$ cat src/rtl/vending_machine_param.sv
// Parametrised cola vending FSM: half/one-unit coins, change paid as half-unit pulses, cancel refund.
// Optional idle-timeout auto-refund enabled by defining VM_TIMEOUT_EN.
module vending_machine_param #(
  parameter int unsigned PRICE       = 5,
  parameter int unsigned CREDIT_W    = 4,
  parameter int unsigned TIMEOUT_CYC = 1000,
  parameter int unsigned TMR_W       = 10
) (
  input  logic                sys_clk,
  input  logic                sys_rst,
  input  logic                pi_money_half,
  input  logic                pi_money_one,
  input  logic                pi_cancel,
  output logic                po_cola,
  output logic                po_change,
  output logic                po_reject,
  output logic                po_busy,
  output logic [CREDIT_W-1:0] po_credit
);

  typedef enum logic [1:0] {StIdle, StAccum, StVend, StRefund} state_e;

  localparam logic [CREDIT_W-1:0] LP_PRICE = CREDIT_W'(PRICE);
  localparam logic [CREDIT_W-1:0] LP_ONE   = CREDIT_W'(1);

  state_e              r_state;
  logic [CREDIT_W-1:0] r_credit;
  logic [CREDIT_W-1:0] r_chg;
  logic                r_cola;
  logic                r_change;
  logic                r_reject;
  logic                r_busy;

  logic [1:0]          w_add;
  logic [CREDIT_W-1:0] w_sum;
  logic                w_coin;
  logic                w_timeout;

  // Coin value in half-units: half=1, one=2, both=3.
  assign w_add  = {pi_money_one, pi_money_half};
  assign w_sum  = r_credit + CREDIT_W'(w_add);
  assign w_coin = pi_money_half | pi_money_one;

`ifdef VM_TIMEOUT_EN
  logic [TMR_W-1:0] r_tmr;

  assign w_timeout = (r_state == StAccum) && (r_tmr == TMR_W'(TIMEOUT_CYC - 1));

  always_ff @(posedge sys_clk or negedge sys_rst) begin
    if (!sys_rst) begin
      r_tmr <= '0;
    end else if ((r_state == StAccum) && !w_coin && !pi_cancel && !w_timeout) begin
      r_tmr <= r_tmr + TMR_W'(1);
    end else begin
      r_tmr <= '0;
    end
  end
`else
  logic [TMR_W-1:0] w_unused_tmr;

  assign w_timeout    = 1'b0;
  assign w_unused_tmr = TMR_W'(TIMEOUT_CYC);
`endif

  always_ff @(posedge sys_clk or negedge sys_rst) begin
    if (!sys_rst) begin
      r_state  <= StIdle;
      r_credit <= '0;
      r_chg    <= '0;
      r_cola   <= 1'b0;
      r_change <= 1'b0;
      r_reject <= 1'b0;
      r_busy   <= 1'b0;
    end else begin
      r_cola   <= 1'b0;
      r_change <= 1'b0;
      r_reject <= 1'b0;
      unique case (r_state)
        StIdle, StAccum: begin
          r_busy <= 1'b0;
          if (w_coin) begin
            // Coin is added before cancel is considered; reaching the price always vends.
            if (w_sum >= LP_PRICE) begin
              r_state  <= StVend;
              r_credit <= '0;
              r_chg    <= w_sum - LP_PRICE;
              r_cola   <= 1'b1;
              r_busy   <= 1'b1;
            end else if ((r_state == StAccum) && pi_cancel) begin
              r_state  <= StRefund;
              r_credit <= '0;
              r_chg    <= w_sum;
              r_change <= 1'b1;
              r_busy   <= 1'b1;
            end else begin
              r_state  <= StAccum;
              r_credit <= w_sum;
            end
          end else if ((r_state == StAccum) && (pi_cancel || w_timeout)) begin
            r_state  <= StRefund;
            r_credit <= '0;
            r_chg    <= r_credit;
            r_change <= 1'b1;
            r_busy   <= 1'b1;
          end
        end
        StVend: begin
          r_reject <= w_coin;
          if (r_chg != '0) begin
            r_state  <= StRefund;
            r_change <= 1'b1;
            r_busy   <= 1'b1;
          end else begin
            r_state <= StIdle;
            r_busy  <= 1'b0;
          end
        end
        StRefund: begin
          r_reject <= w_coin;
          r_chg    <= (r_chg == '0) ? '0 : r_chg - LP_ONE;
          if (r_chg <= LP_ONE) begin
            r_state <= StIdle;
            r_busy  <= 1'b0;
          end else begin
            r_change <= 1'b1;
            r_busy   <= 1'b1;
          end
        end
        default: begin
          r_state <= StIdle;
          r_busy  <= 1'b0;
        end
      endcase
    end
  end

  assign po_cola   = r_cola;
  assign po_change = r_change;
  assign po_reject = r_reject;
  assign po_busy   = r_busy;
  assign po_credit = r_credit;

endmodule

$ cat config.mk
export PLATFORM = sky130hd
export DESIGN_NAME = vending_machine_param
export DESIGN_NICKNAME = d
export VERILOG_FILES = /design/src/rtl/vending_machine_param.sv
export SDC_FILE = /design/constraint.sdc
export NUM_CORES = 1
export LEC_CHECK = 0
export CAP_MARGIN = 20
export CORE_MARGIN = 8
export CORE_UTILIZATION = 40
export DETAILED_ROUTE_END_ITERATION = 8
export SETUP_SLACK_MARGIN = 0.15
export SLEW_MARGIN = 30
export SYNTH_ARGS = -nofsm -noshare
export SYNTH_HDL_FRONTEND = slang
export SYNTH_SLANG_ARGS = --single-unit
$ cat constraint.sdc
create_clock -name sys_clk -period 7.3 [get_ports sys_clk]
set_input_delay 2.19 -clock sys_clk [delete_from_list [all_inputs] [get_ports sys_clk]]
set_output_delay 2.19 -clock sys_clk [all_outputs]
set_load 0.005 [all_outputs]
==> impl_summary.txt <==
----------------------------------------------------
[Status]
  Status ... completed

[Floorplan]
  Core box area ... 2212 um2
  Cell Rows ... 17
  Count of pins on the block boundary ... 13
  Starting Density ... 41.91%
  Die Outline Area ... 4115 um2
  DIE WIDTH ... 64.15 um
  Floorplan die height ... 64.15 um

[Clock tree]
  Count of hold buffers inserted by post-cts repair ... 0
  H-tree Lvls ... 1
  Buffer levels on the longest clock path ... 2
  # Post-CTS Setup Buffers ... 0
  Clock Sink Count ... 14
  Number of gates resized after cts ... 0
  Clock tree from TritonCTS ... done
  Clock slew at reported path FFs ... 90 ps
  Clock insertion delay at the later pin of the skew report ... 280 ps
  CTS Buf Count ... 3
  Clk root buf ... sky130_fd_sc_hd__clkbuf_4

[Cells and area]
  Cell area after layout ... 1105 um2
  Area Growth Syn to Fin ... 19.16%
  Diodes inserted ... 0
  Number of fillers in the final layout ... 215
  Count of placed standard cells in the final layout, fillers left out ... 137
  # nets final ... 120
  Layout cells sized above 1 ... 9.174%

[Global routing]
  GRT Residual Overflow ... 0
  Global-route wire length before repair ... 3505 um
  Global routing usage on met1 ... 14.09%
  Maximum number of pins on one net before global-route repair ... 15
  Vias in the first global route ... 769
  Met2 layer usage reported by global route ... 15.68%
  Top Usage Layer GRT ... met2
  Antenna violations before repair ... 0
  Global-route usage over all layers ... 10.54%
  Global routing usage on met3 ... 2.962%

[Logic synthesis]
  Arithmetic-cell share of the synthesized area counting full adders, half adders and majority gates ... 7.557%
  Post-synthesis cell type with the largest combined area ... sky130_fd_sc_hd__dfrtp_1
  Synth Register Bits ... 14
  Most instantiated flip-flop cell in the synthesis netlist ... sky130_fd_sc_hd__dfrtp_1
  Cell area after synthesis ... 927.1 um2
  Multiplexer area fraction after synthesis ... 6.613%
  Largest family of logic cells by synthesized area ... compound AO/OA/AOI/OAI gates
  Count of flip-flops with a built-in enable after synthesis ... 0
  Async set-reset flop share out of synthesis ... 100.0%
  Post-Synthesis Cells ... 96
  Biggest area contributors in the synthesized netlist ... sky130_fd_sc_hd__dfrtp_1, sky130_fd_sc_hd__ha_1, sky130_fd_sc_hd__mux2i_1
  Syn nets ... 106
  Commonest cells post-synth ... sky130_fd_sc_hd__dfrtp_1, sky130_fd_sc_hd__o21ai_0, sky130_fd_sc_hd__nand2_1
  Parity-gate share of the synthesized area counting xor and xnor cells ... 1.889%
  Fraction of the mapped netlist area in compound gates ... 23.89%
  Most common cell in the netlist ... sky130_fd_sc_hd__dfrtp_1
  Yosys top cell area share ... 37.79%
  Sequential share of the synthesized area ... 37.79%
  Synthesized area per cell ... 9.658 um2
  Cell variety after synth ... 42
  Simple-Gate Fraction of Synth Area ... 18.08%
  Synth warn ... 0

[Timing]
  Worst Tran Pin Value ... 658.9 ps
  Clock Skew ... 10.20 ps
  Fin. max-slew vios ... 0
  Setup repair after global routing missed its margin ... false
  Total Negative Setup Slacks ... 0 ps
  Hold violation count in the final report ... 0
  Worst Slack Setup Final ... 2260 ps
  Normalized max-slew margin ... 55.91%
  Count of final setup violators ... 0
  Max Freq ... 198.4 MHz
  Final period utilization ... 69.04%
  Minimum period implied by the final worst setup slack ... 5040 ps

[Power and ir drop]
  Lkg Pwr ... 0.4900 nW
  Power density of the placed cells ... 448.2 nW/um2
  Peak VDD IR ... 0.0001783 V

[Placement]
  Placed wire-length estimate ... 1532 um
  Cell area after placement ... 1069 um2
  I/O Buffers ... 12
  Placed Instances ... 133
  Placer's final routability congestion estimate ... 0.8259
  Worst slack after detailed placement ... 1985 ps

[Route]
  Routed Wire Length ... 2038 um
  Via density per instance ... 5.577
  Vias post-DR ... 764
  Initial DRC count ... 28
  First drt pass iteration count ... 5
  Final antenna-violating net count ... 0
  DRC viols ... 0
  Average routed wire per standard cell ... 14.88 um

[Critical path]
  Data arrival time at the worst-slack endpoint ... 5210 ps
  Capturing element type of the critical path ... register
  Type of the worst setup path ... primary input to register
  Required time worst endpoint ... 7470 ps
  Crit start category ... primary input
  Peak fanout along the critical path ... 6

[Worst hold path]
  Path category of the worst min-delay check ... register to register

[Flow run]
  Max-cap viol count ... 0

----------------------------------------------------
## where the power goes
group / switching [W] / internal, W / total (W) / leakage, nW
clock: 0.0000255 / 0.0000303 / 0.0000557 / 0.0210
combinational: 0.000139 / 0.000143 / 0.000282 / 0.296
sequential: 0.0000457 / 0.000112 / 0.000158 / 0.173
## path summary, 6_finish.rpt
kind | from | end | slack, ps | cells after the start
worst min-delay path | r_chg[2] | r_chg[2] | 600 | 1
worst max-delay path | pi_money_half | r_chg[2] | 2260 | 11
max in group asynchronous | sys_rst | r_state[1] | 4580 | 1
min in group asynchronous | sys_rst | r_chg[2] | 2300 | 1
worst max register to register | po_credit[0] | r_chg[2] | 4190 | 10
worst min register to register | r_chg[2] | r_chg[2] | 600 | 1
## flip-flops by register name, indices dropped and copies added, names as in the netlist
name       count
po_cola        1
po_reject      1
r_chg          4
r_state        2
po_busy        1
po_change      1
po_credit      4
## metal layers
metal / part of all wire [%] / routed length [um]
met5: 0 / 0
met4: 0.69 / 14
met3: 5.2 / 106
met2: 45 / 915
met1: 49 / 1002
## placed cells by master, fill, tap and decap left out, drive strengths merged, types with 2 or more instances in the layout
master,count
clkdlybuf4s50,12
a32o,2
ha,4
a211o,2
a21oi,4
nor2,2
a21o,2
dfrtp,14
inv,4
mux2i,5
clkbuf,4
nand3,3
nor3,6
o21ai,11
nand2,8
and2,2
## cells by family (layout without fill, tap and decap cells)
| kind of cell | Yosys count | in the layout |
|---|---|---|
| flops | 14 | 14 |
| compound gates | 31 | 31 |
| xor+xnor | 2 | 2 |
| mux | 6 | 6 |
| simple gates | 30 | 30 |
| buf+inv | 8 | 21 |
| fa+ha+maj | 5 | 5 |
## worst max-delay path: stages
cell	delay (ps)
sky130_fd_sc_hd__clkdlybuf4s50_1	440
sky130_fd_sc_hd__ha_1	260
sky130_fd_sc_hd__fa_1	540
sky130_fd_sc_hd__inv_1	100
sky130_fd_sc_hd__ha_1	190
sky130_fd_sc_hd__nand2b_1	150
sky130_fd_sc_hd__a222oi_1	500
sky130_fd_sc_hd__clkdlybuf4s18_2	350
sky130_fd_sc_hd__o31a_4	170
sky130_fd_sc_hd__a311oi_1	50
sky130_fd_sc_hd__a211o_1	280
## area by class of cell
cell class / instances / area, um2 / area share [%]
Tap cell: 28 / 35.03 / 3.171
Inverter: 4 / 15.01 / 1.359
Clock buffer: 4 / 36.28 / 3.284
Sequential cell: 14 / 350.3 / 31.71
Timing Repair Buffer: 13 / 130.1 / 11.78
Multi-Input combinational cell: 74 / 538.0 / 48.70
## stage by stage
step                      hold WS (ps)  total power [W]  util, %
after global routing             616.3        0.0005447    49.94
after CTS                        605.4        0.0004986    49.94
final                            601.0        0.0004951    49.94
after detailed placement         581.5        0.0004403    48.30
after floorplan                  533.4        0.0003572        -
after global placement           580.4        0.0004320    47.85
No activity file was read; power rests on OpenSTA's default activity.
